$ cat config.mk
export PLATFORM = sky130hd
export DESIGN_NAME = uart_rx_capture
export DESIGN_NICKNAME = d
export VERILOG_FILES = /design/src/rtl/uart_rx_capture.sv
export SDC_FILE = /design/constraint.sdc
export NUM_CORES = 1
export LEC_CHECK = 0
export BUFFER_PORTS_ARGS = -buffer_cell sky130_fd_sc_hd__buf_4
export CAP_MARGIN = 20
export CORE_MARGIN = 10
export CORE_UTILIZATION = 40
export CTS_CLUSTER_SIZE = 14
export DETAILED_ROUTE_END_ITERATION = 12
export GPL_TIMING_DRIVEN = 0
export MAX_ROUTING_LAYER = met4
export PLACE_DENSITY_LB_ADDON = 0.25
export SETUP_SLACK_MARGIN = 0.15
export SYNTH_ARGS = -nofsm -noshare
export SYNTH_HDL_FRONTEND = slang
export SYNTH_SLANG_ARGS = --single-unit
$ cat constraint.sdc
create_clock -name clk_i -period 8.16 [get_ports clk_i]
set_clock_uncertainty 0.05 [all_clocks]
set_input_delay 1.632 -clock clk_i [delete_from_list [all_inputs] [get_ports clk_i]]
set_output_delay 1.632 -clock clk_i [all_outputs]
set_load 0.05 [all_outputs]
$ cat src/rtl/uart_rx_capture.sv
// uart_rx_capture: 8N1 serial line receiver feeding a show-ahead byte FIFO, with framing-error and overflow reporting.
// Define UART_RX_CAPTURE_PARITY_EN for 8E1 frames and an extra parity_err_o pulse output.
module uart_rx_capture #(
  parameter int FREQ       = 74_250_000,
  parameter int BAUD       = 115200,
  parameter int FIFO_DEPTH = 16
) (
  input  logic                        clk_i,
  input  logic                        rst_ni,
  input  logic                        rx_i,
  input  logic                        pop_i,
  input  logic                        clear_i,
  output logic [7:0]                  data_o,
  output logic                        valid_o,
  output logic [$clog2(FIFO_DEPTH):0] count_o,
  output logic                        frame_err_o,
  output logic                        overflow_o,
`ifdef UART_RX_CAPTURE_PARITY_EN
  output logic                        parity_err_o,
`endif
  output logic                        busy_o
);
  localparam int DIV  = FREQ / BAUD;
  localparam int HALF = DIV / 2;
  localparam int TW   = (DIV > 2) ? $clog2(DIV) : 1;
  localparam int AW   = $clog2(FIFO_DEPTH);
  localparam logic [TW-1:0] T_HALF = TW'(HALF - 1);
  localparam logic [TW-1:0] T_FULL = TW'(DIV - 1);

  typedef enum logic [2:0] {
    S_IDLE, S_START, S_DATA,
`ifdef UART_RX_CAPTURE_PARITY_EN
    S_PARITY,
`endif
    S_STOP, S_BREAK
  } state_t;

`ifdef UART_RX_CAPTURE_PARITY_EN
  localparam state_t S_AFTER_DATA = S_PARITY;
`else
  localparam state_t S_AFTER_DATA = S_STOP;
`endif

  logic          r_sync1, r_sync2, r_rxs_d;
  logic          w_rxs, w_fall, w_tick;
  state_t        r_state, w_next;
  logic [TW-1:0] r_timer;
  logic [2:0]    r_bit_idx;
  logic [7:0]    r_shift;
  logic          r_push, r_frame_err;
  logic          w_load_half, w_load_full, w_shift_en, w_push_req, w_ferr_req, w_par_ok;

  assign w_rxs  = r_sync2;
  assign w_fall = r_rxs_d & ~w_rxs;
  assign w_tick = (r_timer == '0);

  always_ff @(posedge clk_i or negedge rst_ni) begin
    if (!rst_ni) begin
      r_sync1 <= 1'b1;
      r_sync2 <= 1'b1;
      r_rxs_d <= 1'b1;
    end else begin
      r_sync1 <= rx_i;
      r_sync2 <= r_sync1;
      r_rxs_d <= r_sync2;
    end
  end

  always_ff @(posedge clk_i or negedge rst_ni) begin
    if (!rst_ni) r_state <= S_IDLE;
    else         r_state <= w_next;
  end

  always_comb begin
    w_next = r_state;
    case (r_state)
      S_IDLE:  if (w_fall) w_next = S_START;
      S_START: if (w_tick) w_next = w_rxs ? S_IDLE : S_DATA;
      S_DATA:  if (w_tick && (r_bit_idx == 3'd7)) w_next = S_AFTER_DATA;
`ifdef UART_RX_CAPTURE_PARITY_EN
      S_PARITY: if (w_tick) w_next = S_STOP;
`endif
      S_STOP:  if (w_tick) w_next = w_rxs ? S_IDLE : S_BREAK;
      S_BREAK: if (w_rxs) w_next = S_IDLE;
      default: w_next = S_IDLE;
    endcase
  end

  always_comb begin
    w_load_half = 1'b0;
    w_load_full = 1'b0;
    w_shift_en  = 1'b0;
    w_push_req  = 1'b0;
    w_ferr_req  = 1'b0;
    case (r_state)
      S_IDLE:  w_load_half = w_fall;
      S_START: w_load_full = w_tick & ~w_rxs;
      S_DATA: begin
        w_shift_en  = w_tick;
        w_load_full = w_tick;
      end
`ifdef UART_RX_CAPTURE_PARITY_EN
      S_PARITY: w_load_full = w_tick;
`endif
      S_STOP: begin
        w_push_req = w_tick & w_rxs & w_par_ok;
        w_ferr_req = w_tick & ~w_rxs;
      end
      default: ;
    endcase
  end

  assign busy_o      = (r_state != S_IDLE);
  assign frame_err_o = r_frame_err;

  // Timer idles at zero outside active bit periods, so a tick there is harmless.
  always_ff @(posedge clk_i or negedge rst_ni) begin
    if (!rst_ni) begin
      r_timer     <= '0;
      r_bit_idx   <= '0;
      r_shift     <= '0;
      r_push      <= 1'b0;
      r_frame_err <= 1'b0;
    end else begin
      if (w_load_half)      r_timer <= T_HALF;
      else if (w_load_full) r_timer <= T_FULL;
      else if (!w_tick)     r_timer <= r_timer - TW'(1);
      if (w_load_half)     r_bit_idx <= '0;
      else if (w_shift_en) r_bit_idx <= r_bit_idx + 3'd1;
      if (w_shift_en) r_shift <= {w_rxs, r_shift[7:1]};
      r_push      <= w_push_req;
      r_frame_err <= w_ferr_req;
    end
  end

`ifdef UART_RX_CAPTURE_PARITY_EN
  logic r_parity_err, r_par_bad, w_perr_req;
  assign w_perr_req   = (r_state == S_PARITY) && w_tick && (^{r_shift, w_rxs});
  assign w_par_ok     = ~r_par_bad;
  assign parity_err_o = r_parity_err;
  always_ff @(posedge clk_i or negedge rst_ni) begin
    if (!rst_ni) begin
      r_parity_err <= 1'b0;
      r_par_bad    <= 1'b0;
    end else begin
      r_parity_err <= w_perr_req;
      if (w_load_half)     r_par_bad <= 1'b0;
      else if (w_perr_req) r_par_bad <= 1'b1;
    end
  end
`else
  assign w_par_ok = 1'b1;
`endif

  logic [7:0]  r_mem [FIFO_DEPTH];
  logic [AW:0] r_wptr, r_rptr, w_count;
  logic        w_full, w_empty, w_do_push, w_do_pop, r_overflow;

  assign w_count   = r_wptr - r_rptr;
  assign w_full    = (w_count == (AW+1)'(FIFO_DEPTH));
  assign w_empty   = (w_count == '0);
  assign w_do_pop  = pop_i & ~w_empty & ~clear_i;
  // A push alongside clear always lands, even into a full FIFO, since clear discards the old contents.
  assign w_do_push = r_push & (clear_i | ~w_full | w_do_pop);

  always_ff @(posedge clk_i) begin
    if (w_do_push) r_mem[r_wptr[AW-1:0]] <= r_shift;
  end

  always_ff @(posedge clk_i or negedge rst_ni) begin
    if (!rst_ni) begin
      r_wptr     <= '0;
      r_rptr     <= '0;
      r_overflow <= 1'b0;
    end else begin
      if (w_do_push) r_wptr <= r_wptr + (AW+1)'(1);
      if (clear_i)       r_rptr <= r_wptr;
      else if (w_do_pop) r_rptr <= r_rptr + (AW+1)'(1);
      if (clear_i)                          r_overflow <= 1'b0;
      else if (r_push && w_full && !pop_i)  r_overflow <= 1'b1;
    end
  end

  assign data_o     = w_empty ? 8'h00 : r_mem[r_rptr[AW-1:0]];
  assign valid_o    = ~w_empty;
  assign count_o    = w_count;
  assign overflow_o = r_overflow;
endmodule

# Word-level counts from Yosys, hierarchy flattened

Memories as Yosys holds them, arrays and structs flattened.
Cells that the tools add are included.

Reductions and logical operators: 12
Eq/ne operators: 12
Bitwise operators: 12
Mux-type cells: 25
Add/sub/neg operators: 5

Operators by type and width:

| kind                  | count |
|---|---|
| $mux 10               | 3 |
| $mux 3                | 8 |
| $pmux 3 s5            | 1 |
| $add 5x1->5 const B   | 2 |
| $logic_not 10->1      | 1 |
| $mux 5                | 2 |
| $ne 2x2->1 const B    | 5 |
| $sub 10x1->10 const B | 1 |
| $mux 1                | 8 |
| $mux 8                | 1 |
| $and 1x1->1           | 6 |
| $eq 3x2->1 const B    | 2 |
| $eq 3x3->1 const B    | 2 |
| $reduce_bool 2->1     | 3 |
| $eq 5x5->1 const B    | 1 |
| $logic_not 5->1       | 1 |
| $reduce_and 5->1      | 1 |
| $sub 5x5->5           | 1 |
| $not 1->1             | 4 |
| $add 3x1->3 const B   | 1 |
| $eq 3x1->1 const B    | 1 |
| $logic_and 1x1->1     | 3 |
| $logic_not 3->1       | 1 |
| $ne 3x1->1 const B    | 1 |
| other kinds (5)       | 6 |

Flip-flop bits (word level): 40
RAM bits: 128
Memories: 1

Memories:

| memory | depth | width | rd ports | clocked after memory_dff | wr ports | RTL line | text |
|---|---|---|---|---|---|---|---|
| r_mem  | 16    | 8     | 1        | 0                        | 1        | 155      | `logic [7:0] r_mem [FIFO_DEPTH];` |

# Depth between registers and ports, before layout

Depth after elaboration: 9
Depth in mapped cells: 10

# Worst setup path after synthesis

Ideal clock, no wire load.

Path kind: reg2out
Start: register r_rptr[2]
End: output data_o[0]
Path buffers: 1
Stages on the path, launching flop included: 9
Data arrival time: 3,368 ps
Required time: 6,478 ps
Slack: 3,110 ps
Cell sequence: dfrtp_1 buf_1 inv_1 ha_1 xnor2_1 nor4bb_1 nor2_1 nor2_1 nor2b_1

Longest elaborated chain between the ends: 3
Elaborated cells between the ends (all ways): 4
Those cells by class: add/sub (1); mux (1); reduce/logical (1); memory (1)

Ends and longest elaborated chain:

| element                  | RTL line | text |
|---|---|---|
| start: declaration       | 156      | `logic [AW:0] r_wptr, r_rptr, w_count;` |
| start signal: assignment | 177      | `if (clear_i) r_rptr <= r_wptr;` |
| start signal: assignment | 178      | `else if (w_do_pop) r_rptr <= r_rptr + (AW+1)'(1);` |
| $sub 5x5->5              | 159      | `assign w_count = r_wptr - r_rptr;` |
| named net count_o[2]     | 15       | `output logic [$clog2(FIFO_DEPTH):0] count_o,` |
| $logic_not 5->1          | 161      | `assign w_empty = (w_count == '0);` |
| $mux 8                   | 184      | `assign data_o = w_empty ? 8'h00 : r_mem[r_rptr[AW-1:0]];` |
| end: declaration         | 13       | `output logic [7:0] data_o,` |

The timed path passes the listed nets, and every way through them passes these cells.

# Final worst setup path

Start: register r_rptr[2]
End: output data_o[7]

Longest elaborated chain between the ends: 3
Elaborated cells between the ends (all ways): 4
Those cells by class: add/sub (1); mux (1); reduce/logical (1); memory (1)

Ends and longest elaborated chain:

| element         | RTL line |
|---|---|
| $sub 5x5->5     | 159 |
| $logic_not 5->1 | 161 |
| $mux 8 *        | 184 |

Mark *: on every way between the ends. The rest lies on a longest branch, timed or not.

==> out/metrics.csv <==
stage;metric;value;unit
status;status;finished clean;
sta;finalSetupTns;0;ps
floorplanning;io_pins;22;
drt;ant_nets;0;
synth;ys_seq_area_frac;0.679;
clock_network;cts_tree;yes;
drt;num_vias;3841;
floorplanning;die_area;23600;um2
synth;synth-seq-cells;168;
place;pre_cts_ws;2780;ps
setup_path;crit_path_cell_trace;buf_1 > inv_1 > ha_1 > nand2b_1 > a21oi_1 > xor2_1 > inv_2 > nor2_1 > nor2b_1 > buf_4;
synth;synth_nets;445;
floorplanning;fp.dieW;154;um
finish;drive_above_1_share;0.268;
clock_network;cts_sinks;168;
global_routing;grt_busiest_layer;met2;
power_and_ir_drop;p_clk_frac;0.373;
drt;avgViaCountPerCell;5.39;
setup_path;path_class;register to output pin;
sta;setup_viol;0;
sta;timing.fmax;171;MHz
drt;first_iter_violations;329;
power_and_ir_drop;max-vdd-ir-drop;0.161;mV
clock_network;ctsHtreeMaxLevel;4;
clock_network;post-cts-setup-buffers;0;
setup_path;critPathMaxFanout;10;
place;dp_hpwl;10000;um
clock_network;path_clk_slew;60;ps
global_routing;grt_use_met2;0.197;
floorplanning;fp.coreArea;17400;um2
global_routing;antenna_found_initial;0;
job;drv_cap;0;
finish;area_delta_synth_final;15.7;%
floorplanning;row_count;48;
global_routing;use_met1;0.154;
global_routing;grt.total_usage;0.125;
sta;finalHoldViolCount;0;
clock_network;cts_root_buf;clkbuf_16;
clock_network;cts_hold_buffers;0;
synth;syn_avg_cell_area;16.7;um2
setup_path;endpoint_kind;output pin;
synth;synthArstFlopShare;0.238;
synth;synthDominantCellAreaShare;0.538;
power_and_ir_drop;swShare;0.256;
sta;layout_setup_ws;2320;ps
power_and_ir_drop;seqPwrFrac;0.469;
setup_path;cp.required;6480;ps
sta;finalCritPeriodShare;0.715;
global_routing;grt_pass1_vias;3966;
power_and_ir_drop;p_leak;2.84;nW
hold_path;hp-class;register to register;
power_and_ir_drop;p_sw;0.000531;W
power_and_ir_drop;report.power.total;0.00207;W
floorplanning;chipHeight;154;um
finish;layout_common_cells;128 x edfxtp_1, 40 x mux4_2, 37 x dfrtp_1, 28 x buf_4, 26 x nand2_1;
setup_path;slowest_delay;720;ps
synth;synth_edf_count;128;
global_routing;grt_pass1_wl;22500;um
setup_path;critPathBufInv;4;
power_and_ir_drop;p_int;0.00154;W
drt;drt_pass1_iterations;4;
setup_path;crit_slowest_cell;nor2_1;
global_routing;grtUsageMet3;0.0273;
synth;synth_largest_area_cell;edfxtp_1;
drt;remaining_drc_errors;0;
setup_path;crit_family;buffers and inverters;
synth;ys.flop_type;edfxtp_1;
clock_network;clock_latency;420;ps
global_routing;grt_max_degree;41;
sta;fin_crit;5840;ps
floorplanning;initial_core_util;0.410;
power_and_ir_drop;powerDensity;251;nW/um2
finish;final_common_cell;edfxtp_1;
place;routabilityCongestion;0.830;
synth;synth_warnings;0;
clock_network;cts_buffers;17;
drt;wl_per_cell;19.8;um
synth;yosys-top-cells-area;edfxtp_1 54%, dfrtp_1 13%, mux4_2 13%;
sta;rsz0062_at_grt;no;
sta;holdWs;305;ps
synth;syn-cell-area;7140;um2
place;port_buffers;20;
finish;num_antenna_cells;0;
finish;layout.nets;496;
sta;maxSlewViolCount;0;
drt;totalWireLength;14100;um
setup_path;cp.arrival;4160;ps
finish;nFillCells;1499;
finish;finish.utilization;0.474;
synth;synth.distinct_cells;49;
global_routing;grt-ovfl-total;0;
synth;synth_cells;427;
sta;worstMarginPinSlew;989;ps
sta;max-slew-margin-rel;0.335;
setup_path;worstSetupStartpointType;register;
power_and_ir_drop;combPwrFrac;0.157;
clock_network;clock_path_buffers;2;
clock_network;ctsResizeCount;0;
==> power by group through the flow <==
stage	Combinational [W]	Sequential [W]	Clock [W]
2_1_floorplan	0.000246	0.000980	0
3_3_place_gp	0.000322	0.000985	0
3_5_place_dp	0.000330	0.000989	0
4_1_cts	0.000331	0.000971	0.000791
5_1_grt	0.000354	0.000976	0.000821
6_report	0.000326	0.000972	0.000774
==> routing by layer <==
metal	up-vias	wire length (um)	share of wire
li1	1783	-	-
met1	1963	6310	0.45
met2	75	7070	0.50
met3	20	544	0.038
met4	0	209	0.015
met5	-	0	0
==> state kept, by name, indices dropped and copies added (netlist names) <==
signal,flops
r_mem,128
r_timer,10
r_shift,8
r_rptr,5
r_wptr,5
r_bit_idx,3
r_state,3
frame_err_o,1
overflow_o,1
r_push,1
r_rxs_d,1
r_sync1,1
r_sync2,1
==> worst register-to-register path, stage by stage (launching register included) <==
cell and delay [ps]:
dfrtp_1 400, clkbuf_1 340, clkbuf_1 530, inv_1 110
ha_1 290, nand3b_1 120, nor4bb_1 340, nor2_1 190
nor4_2 770, clkbuf_1 430, nor3_1 250, buf_4 220
==> area by class of cell <==
cell class | instances | area, um2 | area share
buffer | 20 | 88.8 | 0.0108
clock buffer | 18 | 429 | 0.0520
clock inverter | 11 | 134 | 0.0162
inverter | 16 | 60.1 | 0.00727
multi-input combinational | 223 | 2190 | 0.265
sequential | 168 | 4850 | 0.587
tap | 225 | 282 | 0.0341
timing repair buffer | 32 | 230 | 0.0279
==> metrics by stage <==
step	instance area, um2	instances
after CTS	8260	713
after detailed placement	7700	684
final	8260	713
after global routing	8260	713
after floorplan	7140	427
after global placement	7570	672
==> cells in the mapped netlist (all sizes together) (2+ instances only) <==
cell type  count
or3            8
nand2b         5
or2            2
ha            12
a2111o         3
nand4          3
nor2          18
buf            8
xor2           4
a21oi         15
o221ai         3
nand3          3
edfxtp       128
mux4          40
a211oi         2
a41oi          2
o211ai         5
clkbuf        12
dfstp          3
nor4           5
nor2b          9
dfrtp         37
nor3          20
nand2         26
nand3b         3
mux2           9
inv           15
xnor2          5
o21ai          9
==> final timing paths <==
check,slack [ps],end,startpoint,cells past startpoint
min in group asynchronous,1150,r_timer[3]$_DFFE_PN0P_,rst_ni,1
worst max register to register,3860,r_mem[6][1]$_DFFE_PP_,r_rptr[1]$_DFFE_PN0P_,11
max in group asynchronous,6550,r_rxs_d$_DFF_PN1_,rst_ni,1
worst min register to register,310,r_sync2$_DFF_PN1_,r_sync1$_DFF_PN1_,0
worst min-delay path,310,r_sync2$_DFF_PN1_,r_sync1$_DFF_PN1_,0
worst max-delay path,2320,data_o[7],r_rptr[2]$_DFFE_PN0P_,10
==> logic make-up after synthesis <==
logic type                 share of synthesized area
and+or+nand+nor                               0.0797
buffers and inverters                         0.0209
AOI/OAI and AO/OA                             0.0410
xor gates and xnor gates                      0.0110
adders and majority gates                     0.0238
muxes                                          0.144
DFF                                            0.679
Note: power is estimated with default switching activity, not from simulation.
